--- src/rtl/ofifo_align_pkg.sv ---
// Core-level constants shared by the output FIFO bank and the MAC column.
package ofifo_align_pkg;
  localparam int OFIFO_COL   = 8;
  localparam int OFIFO_DEPTH = 16;
  localparam int OFIFO_AW    = $clog2(OFIFO_DEPTH);
  localparam int PSUM_BW     = 20;
endpackage

--- src/rtl/ofifo_lane.sv ---
// Single-column circular FIFO with fall-through head. A write to a full lane
// is accepted only when the same cycle pops, so occupancy never exceeds DEPTH.
module ofifo_lane
  import ofifo_align_pkg::*;
#(
  parameter int DEPTH = OFIFO_DEPTH,
  parameter int BW    = PSUM_BW,
  localparam int AW   = $clog2(DEPTH)
) (
  input  logic          clk,
  input  logic          reset,
  input  logic          wr,
  input  logic          pop,
  input  logic [BW-1:0] din,
  output logic [BW-1:0] dout,
  output logic          empty,
  output logic          full,
  output logic [AW:0]   count
);
  logic [BW-1:0] r_mem [DEPTH];
  logic [AW-1:0] r_wptr, r_rptr;
  logic [AW:0]   r_count;
  logic          w_acc;

  assign w_acc = wr & (~full | pop);

  always_ff @(posedge clk) begin
    if (reset) begin
      r_wptr  <= '0;
      r_rptr  <= '0;
      r_count <= '0;
    end else begin
      if (w_acc) r_wptr <= r_wptr + 1'b1;
      if (pop)   r_rptr <= r_rptr + 1'b1;
      if (w_acc & ~pop)      r_count <= r_count + 1'b1;
      else if (~w_acc & pop) r_count <= r_count - 1'b1;
    end
  end

  // Storage is never cleared; pointers alone define what is live.
  always_ff @(posedge clk) begin
    if (w_acc & ~reset) r_mem[r_wptr] <= din;
  end

  assign dout  = r_mem[r_rptr];
  assign count = r_count;
  assign empty = (r_count == '0);
  assign full  = (r_count == (AW+1)'(DEPTH));
endmodule

--- src/rtl/ofifo_align.sv ---
// Output FIFO bank: realigns column-skewed psums into rows, lockstep pop.
// Optional OFIFO_ALIGN_LEVEL_EN adds a registered complete-row count o_level.
module ofifo_align
  import ofifo_align_pkg::*;
#(
  parameter int col     = OFIFO_COL,
  parameter int bw_psum = PSUM_BW,
  parameter int depth   = OFIFO_DEPTH
) (
  input  logic                   clk,
  input  logic                   reset,
  input  logic [col-1:0]         wr,
  input  logic [col*bw_psum-1:0] in,
  input  logic                   rd,
  output logic [col*bw_psum-1:0] out,
  output logic                   o_valid,
  output logic                   o_full,
  output logic                   o_ready,
`ifdef OFIFO_ALIGN_LEVEL_EN
  output logic [$clog2(depth):0] o_level,
`endif
  output logic                   o_overflow
);
  localparam int AW = $clog2(depth);

  logic [col-1:0]       w_empty, w_full;
  logic [col-1:0][AW:0] w_count;
  logic                 w_pop;
  logic                 r_overflow;

  for (genvar g = 0; g < col; g++) begin : g_lane
    ofifo_lane #(.DEPTH(depth), .BW(bw_psum)) u_lane (
      .clk   (clk),
      .reset (reset),
      .wr    (wr[g]),
      .pop   (w_pop),
      .din   (in[g*bw_psum +: bw_psum]),
      .dout  (out[g*bw_psum +: bw_psum]),
      .empty (w_empty[g]),
      .full  (w_full[g]),
      .count (w_count[g])
    );
  end

  assign o_valid = ~|w_empty;
  assign o_full  = |w_full;
  assign o_ready = ~o_full;
  assign w_pop   = rd & o_valid;

  always_ff @(posedge clk) begin
    if (reset)                                   r_overflow <= 1'b0;
    else if (|(wr & w_full & ~{col{w_pop}}))     r_overflow <= 1'b1;
  end
  assign o_overflow = r_overflow;

`ifdef OFIFO_ALIGN_LEVEL_EN
  logic [AW:0] w_min, r_level;

  always_comb begin
    w_min = w_count[0];
    for (int i = 1; i < col; i++)
      if (w_count[i] < w_min) w_min = w_count[i];
  end

  always_ff @(posedge clk) begin
    if (reset) r_level <= '0;
    else       r_level <= w_min;
  end
  assign o_level = r_level;
`else
  logic unused_count;
  assign unused_count = ^w_count;
`endif
endmodule

--- config.mk ---
export PLATFORM = sky130hd
export DESIGN_NAME = ofifo_align
export DESIGN_NICKNAME = d
export VERILOG_FILES = /design/src/rtl/ofifo_align_pkg.sv /design/src/rtl/ofifo_lane.sv /design/src/rtl/ofifo_align.sv
export SDC_FILE = /design/constraint.sdc
export NUM_CORES = 2
export LEC_CHECK = 0
export CAP_MARGIN = 15
export CELL_PAD_IN_SITES_DETAIL_PLACEMENT = 2
export CELL_PAD_IN_SITES_GLOBAL_PLACEMENT = 2
export CORE_MARGIN = 2
export CORE_UTILIZATION = 49
export DETAILED_ROUTE_END_ITERATION = 6
export PLACE_DENSITY = 0.88
export SLEW_MARGIN = 20
export SYNTH_ARGS = -nofsm -noshare
export SYNTH_HDL_FRONTEND = slang
export SYNTH_HIERARCHICAL = 1
export SYNTH_SLANG_ARGS = --single-unit
--- constraint.sdc ---
create_clock -name clk -period 5.4 [get_ports clk]
set_clock_uncertainty 0.15 [all_clocks]
set_input_delay 1.35 -clock clk [delete_from_list [all_inputs] [get_ports clk]]
set_output_delay 1.35 -clock clk [all_outputs]
set_load 0.05 [all_outputs]
; ---- Yosys cells after proc, flatten, opt, wreduce, memory -nomap -nowiden
; Memory sizes are Yosys's and may differ from the RTL's. A register that Yosys moved wholly into a read port is not among the register bits.
; Cells that the tools add are included.
[op_classes]
n_mux = 48
eq_ne = 8
bitwise_logic = 63
reduce_logical = 20
add_sub_neg = 32
[ops]
columns = operator, n
row1 = 5-bit 2-to-1 mux, 16
row2 = 4-bit by 1-bit adder with 4-bit output (second input constant), 16
row3 = 4-bit 2-to-1 mux, 16
row4 = 5-bit by 1-bit adder with 5-bit output (second input constant), 8
row5 = 5-bit equality test (second input constant), 8
row6 = 5-bit logical NOT, 8
row7 = 5-bit by 1-bit subtractor with 5-bit output (second input constant), 8
row8 = 1-bit bitwise AND, 33
row9 = 8-bit OR reduction, 3
row10 = 1-bit inverter, 19
row11 = 8-bit bitwise AND, 2
row12 = 1-bit 2-to-1 mux, 16
row13 = 2-bit nonzero test, 8
row14 = 8-bit inverter, 1
row15 = 1-bit bitwise OR, 8
row16 = 1-bit logical NOT, 1
[word_totals]
output_inout_bits = 164
input_bits = 171
regBits = 105
n_memories = 8
ram_bits = 2560
[memory_table]
columns = name, depth, width, read_ports, rd_clocked_by_memory_dff, write_ports, line
row1 = g_lane[0].u_lane.r_mem, 16, 20, 1, 1, 1, ofifo_lane.sv:20  ; logic [BW-1:0] r_mem [DEPTH];
row2 = g_lane[1].u_lane.r_mem, 16, 20, 1, 1, 1, ofifo_lane.sv:20
row3 = g_lane[2].u_lane.r_mem, 16, 20, 1, 1, 1, ofifo_lane.sv:20
row4 = g_lane[3].u_lane.r_mem, 16, 20, 1, 1, 1, ofifo_lane.sv:20
row5 = g_lane[4].u_lane.r_mem, 16, 20, 1, 1, 1, ofifo_lane.sv:20
row6 = g_lane[5].u_lane.r_mem, 16, 20, 1, 1, 1, ofifo_lane.sv:20
row7 = 2 more memories, n/a, n/a, n/a, n/a, n/a, n/a

; ---- Depth between registers and ports, before layout
[depth]
ltp_word = 10
mapped_depth = 15
depth_no_buf = 13

; ---- By module
; Netlist, hierarchy kept.
[by_module_without_submodules]
columns = mod, n_inst, cells_per_inst, seq_area_each_um2, area_each_um2
row1 = ofifo_lane (g_lane[1].u_lane ...), 5, 609, 9949.5, 12914.9
row2 = ofifo_lane (g_lane[0].u_lane), 1, 613, 9949.5, 12916.1
row3 = ofifo_lane (g_lane[7].u_lane), 1, 605, 9949.5, 12888.6
row4 = ofifo_lane (g_lane[6].u_lane), 1, 602, 9949.5, 12887.4
row5 = ofifo_align, 1, 16, 20.0, 135.1

; ---- Worst setup path before layout
; No wires, ideal clock.
[synth_timing]
kind = input to register
start = in rd
end = mem g_lane[7].u_lane/r_mem[7][0] in the netlist's numbering (enable)
setup_ns = 0.422
t_required_ns = 4.828
arrival_ns = 3.894
path_buffers = 2
stages = 6
setup_slack_ns = 0.934
path_cell_list = and3_2 buf_6 nor3_2 buf_4 or3b_2 nor3_1
[synth_via]
elab_chain_cells = 6
[synth_rtl]
columns = element, line
row1 = start: declaration, ofifo_align.sv:14  ; input logic rd,
row2 = 1-bit bitwise AND, ofifo_align.sv:48  ; assign w_pop = rd & o_valid;
row3 = 1-bit bitwise OR, ofifo_lane.sv:25  ; assign w_acc = wr & (~full | pop);
row4 = 1-bit bitwise AND, ofifo_lane.sv:25
row5 = 1-bit bitwise AND, ofifo_lane.sv:42  ; if (w_acc & ~reset) r_mem[r_wptr] <= din;
row6 = 1-bit 2-to-1 mux, ofifo_lane.sv:42
row7 = 1-bit 2-to-1 mux (implied by the code), ofifo_lane.sv:42
row8 = end: declaration, ofifo_lane.sv:20
; Every way passes these cells.

==> summary.md <==
| Metric | Value |
|---|---|
| Nets@finish | `5732` |
| Pre-CTS setup slack | `0.463 ns` |
| Router iterations before antenna repair | `5` |
| Starting Density | `0.493` |
| Ys async rst share | `0` |
| Finished Core Util | `0.576` |
| Mapped cell area | `0.103 mm²` |
| H-Tree Depth | `5` |
| Die Y | `463 µm` |
| Cell variety after synth | `53` |
| Hold slack | `0.389 ns` |
| Synth Area per Inst | `21.2 µm²` |
| Yosys top cell area share | `0.743` |
| Layout area overhead | `16.7%` |
| Post-synth EDFFs | `2560` |
| Power Density | `418 mW/mm²` |
| Num rows | `168` |
| Period minus WS final | `5.34 ns` |
| Crit start category | `flop` |
| Number of clock sinks | `2697` |
| Leading cell types in the layout, fill and taps excluded | `edfxtp_1, mux4_2, clkdlybuf4s50_1` |
| Total core area | `0.210 mm²` |
| Fmax | `0.187 GHz` |
| Setup ws final | `0.0592 ns` |
| Int Power | `36.9 mW` |
| Gr ovfl total | `0` |
| Slew headroom | `0.216` |
| Share of layout cells above drive strength 1 | `0.259` |
| WL final | `375000 µm` |
| Wire length on met1 | `134000 µm` |
| P_sw | `13.6 mW` |
| WS Path Type | `flop to primary output` |
| Largest net degree at the start of global routing | `72` |
| Clock Tree Root | `clkbuf_16` |
| Largest area contributor in the netlist | `edfxtp_1` |
| Worst skew pair latency | `0.95 ns` |
| Die area | `0.215 mm²` |
| Iter 0 DRT Violations | `7727` |
| Outcome | `complete, no violations` |
| Worst EP arrival | `3.84 ns` |
| Post-synth net total | `5132` |
| Hold path depth | `2` |
| Max Slew Vio Count | `0` |
| Reg2Reg Depth | `12` |
| Initial antenna violation count | `52` |
| Setup TNS | `0 ns` |
| Via density per instance | `6.71` |
| Clock Power Share | `0.397` |
| Port Buffers | `334` |
| Comb pwr share | `0.128` |
| Max-Cap Viols | `0` |
| Overall power | `50.5 mW` |
| Sw Share | `0.269` |
| Data required, critical path | `3.90 ns` |
| CTS tree | `built` |
| YS warnings | `6` |
| Met2 wire len | `194000 µm` |
| DRC | `0` |
| Total number of vias | `57200` |
| Peak supply drop | `0.391 mV` |
| FF+latch count, synth | `2697` |
| Flop pwr share | `0.475` |
| Mean routed wirelength per cell | `43.9 µm` |
| Total track usage | `0.347` |
| Worst min path class | `flop to flop` |
| # IOs | `335` |
| Final period utilization | `0.989` |
| Crit end category | `primary output` |
| Final Hold Viols | `0` |
| First-pass GRT wire length | `519000 µm` |
| Synth Instances | `4881` |
| Number of global-route vias before repair | `60500` |
| Reg clk slew, reported paths | `0.06 ns` |
| Dominant synthesized flop cell | `edfxtp_1` |
| Reg2Reg Setup Slack | `0.64 ns` |
| Highest routed layer | `met5` |
| Max FO, Critical Path | `12` |
| Detail Placement HPWL | `221000 µm` |
| Cts-stage hold buffer count | `0` |
| Worst Max-Slew Pin Slew | `1.17 ns` |
| DRT antenna net count | `0` |
| Final Setup Violations | `0` |
| Post-synthesis sequential area ratio | `0.770` |
| Synth area leaders | `edfxtp_1, mux4_2, dfxtp_1` |
| Commonest non-fill, non-tap cell in the layout | `edfxtp_1` |
| Num CTS Buffers | `296` |
| P_leak | `38.0 nW` |
| Clock Tree Buf Depth | `4` |
| Placer's final routability congestion estimate | `0.784` |
| RSZ-0062 raised after global routing | `false` |
| Die Span X | `463 µm` |
| WL met3 | `27200 µm` |
-- power by group through the flow --
stage,sequential [mW],combinational (mW),clock (mW)
finish,23.9,6.48,20.0
global route,24.0,6.75,20.8
CTS,23.9,6.45,20.2
detailed placement,24.4,6.19,0
global placement,24.2,5.66,0
floorplan,24.1,3.93,0
-- routing by layer --
layer,track usage,vias to the layer above
met5,0,-
met4,0.157,38
met3,0.0582,893
met2,0.603,3541
met1,0.428,31300
li1,-,21400
-- path summary, 6_finish.rpt --
check                                    to                      start
setup reg to reg  g_lane[3].u_lane/count[4]  g_lane[3].u_lane/count[0]
hold reg to reg   g_lane[7].u_lane/count[2]  g_lane[7].u_lane/count[2]
hold / removal    g_lane[7].u_lane/count[2]  g_lane[7].u_lane/count[2]
setup / recovery                     out[1]                       flop
-- synth_stat cells, types with 26 or more instances --
cell / instances
a21oi_1: 44
a22oi_1: 322
buf_2: 65
clkbuf_1: 176
dfxtp_1: 137
edfxtp_1: 2560
ha_1: 72
inv_1: 64
mux4_2: 640
nand2_1: 202
nor2_1: 257
nor2b_1: 26
nor3_1: 31
xor2_1: 38
-- per-stage QoR --
step / cells / area (µm²)
after floorplan: 4881 / 103000
after global placement: 7985 / 112000
after detailed placement: 7985 / 112000
after CTS: 8499 / 121000
after global routing: 8520 / 121000
final: 8530 / 121000
-- kinds of logic after synthesis --
kind of cell / share of synthesized area
AOI/OAI and AO/OA: 0.0296
DFF: 0.770
muxes: 0.142
and+or+nand+nor: 0.0306
adders and majority gates: 0.0103
xor gates and xnor gates: 0.00466
buffers and inverters: 0.0127
-- state kept, by name, summed over array words and instances, names as in the netlist, named ones only --
name and flops:
g_lane.u_lane/r_mem 2560, g_lane.u_lane/count 40, g_lane.u_lane/r_wptr 32, g_lane.u_lane/r_rptr 32, o_overflow 1
-- critical path, cell delays in order (launching register included) --
cell             delay [ns]
dfxtp_1                0.54
nor2b_2                0.83
buf_4                  0.34
a22oi_1                0.11
nand2_1                0.22
clkdlybuf4s50_1        0.88
-- what timing repair did --
action                                  4_1_cts  5_1_grt
cloned                                        0        0
resized for setup                             6        3
endpoints found under the setup margin       12        9
setup buffers                                 2        1
-- area by class of cell --
class,instances,area (µm²)
tap,2805,3510
clock buffer,384,7990
sequential,2697,79700
fill,16900,88900
inverter,64,240
timing repair buffer,554,5310
clock inverter,128,1010
antenna,30,75.1
multi-input combinational,1868,22900
Note: power is estimated with default switching activity, not from simulation.
